## src/rtl/stopwatch_ctrl_if.sv

```systemverilog
// stopwatch_ctrl_if: button/switch inputs and count/display outputs of stopwatch_ctrl.
interface stopwatch_ctrl_if;
   logic [1:0]  KEY;
   logic        SW;
   logic [15:0] Q;
   logic [15:0] Display;
   logic        running;
   logic        wrap;
   modport master (output KEY, SW, input Q, Display, running, wrap);
   modport slave (input KEY, SW, output Q, Display, running, wrap);
endinterface

```

## src/rtl/stopwatch_ctrl.sv

```systemverilog
// stopwatch_ctrl: run/pause/lap/clear controller for a 4-digit BCD stopwatch (SS.cc, 00.00-59.99).
// Define STOPWATCH_LAP_EN to build the lap-hold register; otherwise Display simply follows Q.
module stopwatch_ctrl #(
   parameter int CLK_HZ          = 50000000,
   parameter int TICK_HZ         = 100,
   parameter int DEBOUNCE_CYCLES = 500000
) (
   input logic             clk_50M,
   input logic             reset,
   stopwatch_ctrl_if.slave bus
);
   localparam int DIV = CLK_HZ / TICK_HZ;
   localparam int PW  = $clog2(DIV);
   localparam int DW  = $clog2(DEBOUNCE_CYCLES + 1);
   typedef enum logic [1:0] {IDLE, RUN, PAUSE} state_t;
   state_t        state_q, state_d;
   logic [1:0]    s1_q, s1_d, s2_q, s2_d, db_q, db_d;
   logic [1:0]    arm_q, arm_d, press_q, press_d, vld_q, vld_d;
   logic [DW-1:0] cnt_q [2];
   logic [DW-1:0] cnt_d [2];
   logic [PW-1:0] pre_q, pre_d;
   logic [15:0]   q_q, q_d, disp_q, disp_d;
   logic          running_q, running_d, wrap_q, wrap_d;
   logic          start, lap_ev, tick, c1, c2, c3;

   // Synchronize, debounce and edge-detect both buttons; a button is armed only once
   // it has been seen released, so one held through reset produces no press
   always_comb begin
      s1_d  = bus.KEY;
      s2_d  = s1_q;
      vld_d = {vld_q[0], 1'b1};
      db_d  = db_q;
      for (int i = 0; i < 2; i++) begin
         cnt_d[i] = (s2_q[i] != db_q[i]) ? cnt_q[i] + 1'b1 : '0;
         if (s2_q[i] != db_q[i] && cnt_q[i] == DW'(DEBOUNCE_CYCLES - 1)) begin
            db_d[i]  = s2_q[i];
            cnt_d[i] = '0;
         end
      end
      arm_d   = arm_q | (s2_q & {2{vld_q[1]}});
      press_d = arm_q & db_q & ~db_d;
   end

   // Prescaler, BCD digit cascade and run/pause/clear sequencing; start beats lap
   always_comb begin
      state_d = state_q;
      pre_d   = pre_q;
      q_d     = q_q;
      start   = press_q[0];
      lap_ev  = press_q[1] & ~press_q[0];
      tick    = state_q == RUN && bus.SW && pre_q == PW'(DIV - 1);
      c1      = q_q[3:0] == 4'd9;
      c2      = c1 && q_q[7:4] == 4'd9;
      c3      = c2 && q_q[11:8] == 4'd9;
      if (state_q == RUN && bus.SW) pre_d = tick ? '0 : pre_q + 1'b1;
      if (tick) begin
         q_d[3:0]   = c1 ? 4'd0 : q_q[3:0] + 4'd1;
         q_d[7:4]   = c1 ? (c2 ? 4'd0 : q_q[7:4] + 4'd1) : q_q[7:4];
         q_d[11:8]  = c2 ? (c3 ? 4'd0 : q_q[11:8] + 4'd1) : q_q[11:8];
         q_d[15:12] = c3 ? (q_q[15:12] == 4'd5 ? 4'd0 : q_q[15:12] + 4'd1) : q_q[15:12];
      end
      wrap_d = tick && q_q == 16'h5999;
      case (state_q)
         IDLE:    if (start && bus.SW) state_d = RUN;
         RUN:     if (start) state_d = PAUSE;
         PAUSE:   if (start && bus.SW) state_d = RUN;
                  else if (lap_ev) begin
                     state_d = IDLE;
                     q_d     = '0;
                     pre_d   = '0;
                  end
         default: state_d = IDLE;
      endcase
      running_d = state_d == RUN;
   end

`ifdef STOPWATCH_LAP_EN
   logic        lap_hold_q, lap_hold_d;
   logic [15:0] lap_q, lap_d;
   // Lap toggles the hold in RUN, capturing Q when set; leaving RUN drops the hold
   always_comb begin
      lap_hold_d = state_d == RUN && (state_q == RUN && lap_ev ? ~lap_hold_q : lap_hold_q);
      lap_d      = state_q == RUN && lap_ev && !lap_hold_q ? q_q : lap_q;
      disp_d     = lap_hold_q ? lap_q : q_q;
   end
   // Lap hold and snapshot registers
   always_ff @(posedge clk_50M or negedge reset) begin
      if (!reset) begin
         lap_hold_q <= 1'b0;
         lap_q      <= '0;
      end else begin
         lap_hold_q <= lap_hold_d;
         lap_q      <= lap_d;
      end
   end
`else
   // Display follows the live count one cycle late
   always_comb disp_d = q_q;
`endif

   // Input path, FSM, count and output registers
   always_ff @(posedge clk_50M or negedge reset) begin
      if (!reset) begin
         s1_q      <= '1;
         s2_q      <= '1;
         db_q      <= '1;
         vld_q     <= '0;
         arm_q     <= '0;
         press_q   <= '0;
         cnt_q[0]  <= '0;
         cnt_q[1]  <= '0;
         state_q   <= IDLE;
         pre_q     <= '0;
         q_q       <= '0;
         disp_q    <= '0;
         running_q <= 1'b0;
         wrap_q    <= 1'b0;
      end else begin
         s1_q      <= s1_d;
         s2_q      <= s2_d;
         db_q      <= db_d;
         vld_q     <= vld_d;
         arm_q     <= arm_d;
         press_q   <= press_d;
         cnt_q[0]  <= cnt_d[0];
         cnt_q[1]  <= cnt_d[1];
         state_q   <= state_d;
         pre_q     <= pre_d;
         q_q       <= q_d;
         disp_q    <= disp_d;
         running_q <= running_d;
         wrap_q    <= wrap_d;
      end
   end

   assign bus.Q       = q_q;
   assign bus.Display = disp_q;
   assign bus.running = running_q;
   assign bus.wrap    = wrap_q;
endmodule
```

## src/flat_wrapper.sv

```systemverilog
// flat-port wrapper written by rule: the top's interface ports become plain ports
module stopwatch_ctrl_flat 
#(
   parameter int CLK_HZ          = 50000000,
   parameter int TICK_HZ         = 100,
   parameter int DEBOUNCE_CYCLES = 500000
)
  (clk_50M, reset, bus_KEY, bus_SW, bus_Q, bus_Display, bus_running, bus_wrap);
  stopwatch_ctrl_if bus_i ();
  input logic clk_50M;
  input logic reset;
  input wire logic [$bits(bus_i.KEY)-1:0] bus_KEY;
  input wire logic [$bits(bus_i.SW)-1:0] bus_SW;
  output wire logic [$bits(bus_i.Q)-1:0] bus_Q;
  output wire logic [$bits(bus_i.Display)-1:0] bus_Display;
  output wire logic [$bits(bus_i.running)-1:0] bus_running;
  output wire logic [$bits(bus_i.wrap)-1:0] bus_wrap;
  assign bus_i.KEY = bus_KEY;
  assign bus_i.SW = bus_SW;
  assign bus_Q = bus_i.Q;
  assign bus_Display = bus_i.Display;
  assign bus_running = bus_i.running;
  assign bus_wrap = bus_i.wrap;
  stopwatch_ctrl #(.CLK_HZ(CLK_HZ), .TICK_HZ(TICK_HZ), .DEBOUNCE_CYCLES(DEBOUNCE_CYCLES)) u_core (.clk_50M(clk_50M), .reset(reset), .bus(bus_i));
endmodule
```

## config.mk

```make
export PLATFORM = sky130hd
export DESIGN_NAME = stopwatch_ctrl_flat
export DESIGN_NICKNAME = d
export VERILOG_FILES = /design/src/rtl/stopwatch_ctrl_if.sv /design/src/rtl/stopwatch_ctrl.sv /design/src/flat_wrapper.sv
export SDC_FILE = /design/constraint.sdc
export NUM_CORES = 1
export LEC_CHECK = 0
export BUFFER_PORTS_ARGS = -buffer_cell sky130_fd_sc_hd__buf_2
export CORE_MARGIN = 4
export CORE_UTILIZATION = 30
export CTS_CLUSTER_SIZE = 16
export DETAILED_ROUTE_END_ITERATION = 10
export PLACE_DENSITY = 0.5
export SLEW_MARGIN = 20
export SYNTH_ARGS = -nofsm -noshare
export SYNTH_HDL_FRONTEND = slang
export SYNTH_SLANG_ARGS = --single-unit
```

## constraint.sdc

```tcl
create_clock -name clk_50M -period 2.9 [get_ports clk_50M]
set_input_delay 0.58 -clock clk_50M [delete_from_list [all_inputs] [get_ports clk_50M]]
set_output_delay 0.58 -clock clk_50M [all_outputs]
set_load 0.05 [all_outputs]
```

# Word level (Yosys, flattened, before mapping)
# Index checks and enable logic that the tools add are counted.
# W data, S select, Z words.
# word_totals
in_bits	5
out_inout_bits	34
ff_bits	105
elab_cells	77
# classes
n_reduce_logical	9
addsub	7
bitwise	7
n_mux	27
n_eq_ne	13
# ops
operator	count
$mux W19	9
$mux W16	4
$add A19 B1 Y19 const B	3
$eq A19 B19 Y1 const B	3
$mux W4	7
$add A4 B1 Y4 const B	4
$eq A16 B15 Y1 const B	1
$eq A4 B4 Y1 const B	3
$logic_and A1 B1 Y1	8
$mux W2	4
$and A2 B2 Y2	3
$pmux W2 S3	1
$eq A2 B1 Y1 const B	2
$eq A4 B3 Y1 const B	1
$eq A2 B2 Y1 const B	1
$logic_not A2 Y1	1
$mux W1	2
$ne A1 B1 Y1	2
$not A2 Y2	1
$or A2 B2 Y2	1
$and A1 B1 Y1	1
$not A1 Y1	1

# Logic depth before layout (Yosys ltp)
# logic_depth
ltp_word	9
ltp_mapped	7
mapped_depth_nobuf	6

# Worst setup path after synthesis
# No wires, ideal clock.
# synth_timing
path_type	flip-flop to flip-flop
start	reg u_core.q_q[3] (netlist: u_core.bus.Q[3])
end	reg u_core.q_q[8] (netlist: u_core.bus.Q[8])
period_less_slack_ns	2.090
slack_ns	0.810
path_stages_with_launch	6
n_path_buf	1
arrival_ns	2.012
required_time_ns	2.822
setup_time_ns	0.078
path_cell_list	dfrtp_1 nor4bb_1 buf_2 nand4_1 or4_1 a21oi_1
# synth_between
elab_chain_len	9
# synth_lines
element	line	rtl
from (decl)	stopwatch_ctrl.sv:22	logic [15:0] q_q, q_d, disp_q, disp_d;
from (signal assigned)	stopwatch_ctrl.sv:129	q_q <= q_d;
$eq A4 B4 Y1 *	stopwatch_ctrl.sv:52	c1 = q_q[3:0] == 4'd9;
$logic_and A1 B1 Y1 *	stopwatch_ctrl.sv:53	c2 = c1 && q_q[7:4] == 4'd9;
$logic_and A1 B1 Y1	stopwatch_ctrl.sv:54	c3 = c2 && q_q[11:8] == 4'd9;
$mux W4	stopwatch_ctrl.sv:59	q_d[11:8] = c2 ? (c3 ? 4'd0 : q_q[11:8] + 4'd1) : q_q[11:8];
$mux W4 *	stopwatch_ctrl.sv:59	
$mux W16 *	stopwatch_ctrl.sv:56	if (tick) begin
$mux W16	stopwatch_ctrl.sv:67	else if (lap_ev) begin
$mux W16	stopwatch_ctrl.sv:66	PAUSE: if (start && bus.SW) state_d = RUN;
$mux W16 *	stopwatch_ctrl.sv:63	case (state_q)
via u_core.q_d[8]	stopwatch_ctrl.sv:22	
# Mark *: on every way through the listed nets, which the timed path passes. The rest lies on a longest branch.

==> impl_metrics.json <==
{
  "hold_path_class": "in -> async",
  "syn-mean-instance-area_um2": 10.2,
  "slew_viol_final": 0,
  "path_max_fanout": 7,
  "max_cap_viol_count": 0,
  "die_width_um": 136,
  "grt_start_max_net_pins": 54,
  "die-area_um2": 18600,
  "worstPathArrival_ns": 2.42,
  "top_level_ports": 39,
  "via_count": 3780,
  "area.growth.synth_to_final_pct": 15.4,
  "latest_clock_arrival_within_the_worst_skew_pair_ns": 0.35,
  "synthTopCellsByArea": "dfrtp_1 (50%), a21oi_1 (3.7%), nor2_1 (3.3%)",
  "holdBufCountCts": 0,
  "path_class": "reg -> reg",
  "setup_slack_ns": 0.755,
  "cts.sinks": 105,
  "post_place_setup_slack_ns": 0.552,
  "initial_core_util": 0.309,
  "area_occupied_by_registers_um2": 2640,
  "cellLeakagePower_nw": 2.37,
  "wire_length_of_the_first_global_routing_pass_mm": 18.3,
  "power-per-cell-area_nw_per_um2": 471,
  "tritoncts_buffer_count": 9,
  "worst_slew_pin_slew_ns": 0.767,
  "routed_length_per_instance_um": 14.0,
  "ys.warnings.count": 0,
  "clock_path_buffers": 2,
  "final_min_period_over_clock_period": 0.740,
  "multi_input_comb_area_um2": 2180,
  "finalWeightedCongestion": 0.794,
  "cts_post_setup_buffers_inserted": 0,
  "mappedNetlistNets": 495,
  "unrepaired_setup_endpoints_after_global_routing": "no",
  "nFillCells": 1653,
  "fin_worst_skew_ns": 0.00624,
  "total_chip_power_mw": 2.69,
  "critPathCaptureType": "flop",
  "critPathRequiredTime_ns": 3.17,
  "postSynthCellCount": 483,
  "finalCoreUtilization": 0.357,
  "r2r_setup_slack_ns": 0.75,
  "antenna_cells": 0,
  "antenna_violations_before_repair": 0,
  "tritoncts": "built",
  "vias_per_cell": 5.07,
  "ys_seq_area_frac": 0.533,
  "firstDrtPassIters": 4,
  "clock_tree.htree_level_count": 3,
  "share_of_synthesized_flip_flops_with_an_asynchronous_set_or_reset": 1.00,
  "final_layout_size_suffix_gt1_frac": 0.138,
  "reg2reg_depth": 5,
  "detailed_place_hpwl_mm": 7.21,
  "hold_slack_ns": 0.297,
  "clk_pin_slew_ns": 0.07,
  "drt_drc_violations_left": 0,
  "max-vdd-ir-drop_mv": 0.330,
  "root_cell_of_the_clock_tree": "clkbuf_16",
  "die_height_um": 136,
  "grt_overflow_total": 0,
  "first_global_vias": 3782,
  "fin_setup_tns_ns": 0,
  "post_cts_resized": 0,
  "total_wire_length_after_detailed_routing_mm": 10.4,
  "coreArea_um2": 16000,
  "synth_enable_flop_cells": 0,
  "status": "finished clean",
  "min_period_ns": 2.15,
  "yosysUniqueCellTypes": 49,
  "portBuffers": 38,
  "setup-violations-final": 0,
  "postSynthRegisterBits": 105,
  "post-synth-top-area-cell": "dfrtp_1",
  "final_net_count": 537,
  "ant_nets": 0,
  "timing_hold_violations_final": 0,
  "max_slew_margin": 0.489,
  "grt_usage": 0.122,
  "core.rowCount": 46,
  "drtIter0Drc": 199,
  "achievable-frequency_mhz": 466,
  "post_syn_area_um2": 4940,
  "worstSetupStartpointType": "flop",
  "ys_dominant_reg_cell": "dfrtp_1",
  "synth.top_cell.area_share": 0.501
}
where the power goes:
group	internal (mW)	switching, mW
Clock	0.607	0.530
Sequential	1.48	0.00986
Combinational	0.0171	0.0466
layer usage:
layer  routed length [um]  share of wire  global-route usage
met5                    0              0                   0
met3                  469          0.045              0.0344
met1                 4860           0.47               0.159
met4                  130          0.012              0.0358
met2                 4960           0.48               0.197
registers in the layout (all words and copies together) (netlist names):
register            cells
u_core.cnt_q           38
u_core.pre_q           19
u_core.bus.Display     16
u_core.bus.Q           16
u_core.arm_q            2
u_core.db_q             2
u_core.press_q          2
u_core.s1_q             2
u_core.s2_q             2
u_core.state_q          2
u_core.vld_q            2
u_core.bus.running      1
u_core.bus.wrap         1
cell type report:
type	instances	share of cell area
clock inverter	4	0.00461
timing repair buffer	47	0.0500
tap	216	0.0474
clock buffer	12	0.0432
inverter	17	0.0112
multi-input combinational	345	0.382
sequential	105	0.462
synth_stat cells (7+ instances only):
cell	count
a21oi_1	37
and4_1	8
clkbuf_1	10
dfrtp_1	99
ha_1	7
inv_1	17
nand2_1	33
nand3_1	25
nand4_1	21
nor2_1	44
nor4_1	8
o21ai_0	17
o31ai_1	14
or3_1	15
or4_1	13
xnor2_1	15
xor2_1	18
critical path, stage by stage, from the launching register on:
cell	delay, ns
dfrtp_1	0.40
ha_1	0.23
nand4_1	0.33
or3_1	0.53
or4_1	0.42
a21oi_1	0.15
metrics by stage:
| step | instance area [um^2] | std cells |
|---|---|---|
| after floorplan | 4940 | 483 |
| after global placement | 5430 | 730 |
| after detailed placement | 5430 | 730 |
| after CTS | 5700 | 746 |
| after global routing | 5700 | 746 |
| final | 5700 | 746 |
placed cells by master (no fill, tap or decap), drive strengths merged, types with 12 or more instances in the layout:
cell and instances:
o21ai 19, dfrtp 99, xnor2 15, nand3 26, nand4 22, nand2 33, or4 13, inv 18
o31ai 15, xor2 18, a21oi 37, buf 47, nor2 44, or3 15, clkbuf 12
path summary, 6_finish.rpt:
check	end	from
worst min register to register	u_core.vld_q[1]$_DFF_PN0_	u_core.vld_q[0]$_DFF_PN0_
min in group clk_50M	u_core.s1_q[1]$_DFF_PN1_	bus_KEY[1]
max in group asynchronous	u_core.pre_q[8]$_DFF_PN0_	reset
worst max register to register	u_core.cnt_q[18]$_DFF_PN0_	u_core.cnt_q[0]$_DFF_PN0_
worst min-delay path	u_core.bus.Display[6]$_DFF_PN0_	reset
worst max-delay path	u_core.cnt_q[18]$_DFF_PN0_	u_core.cnt_q[0]$_DFF_PN0_
logic make-up after synthesis:
kind of cell / share of synthesized area
adder cells (fa/ha/maj): 0.0177
flip-flops: 0.533
other: 0.000759
multiplexers: 0.0127
XOR/XNOR: 0.0585
buffers and inverters: 0.0263
AO/OA/AOI/OAI: 0.102
AND/OR/NAND/NOR: 0.249
Power figures use the tool's default switching activity.
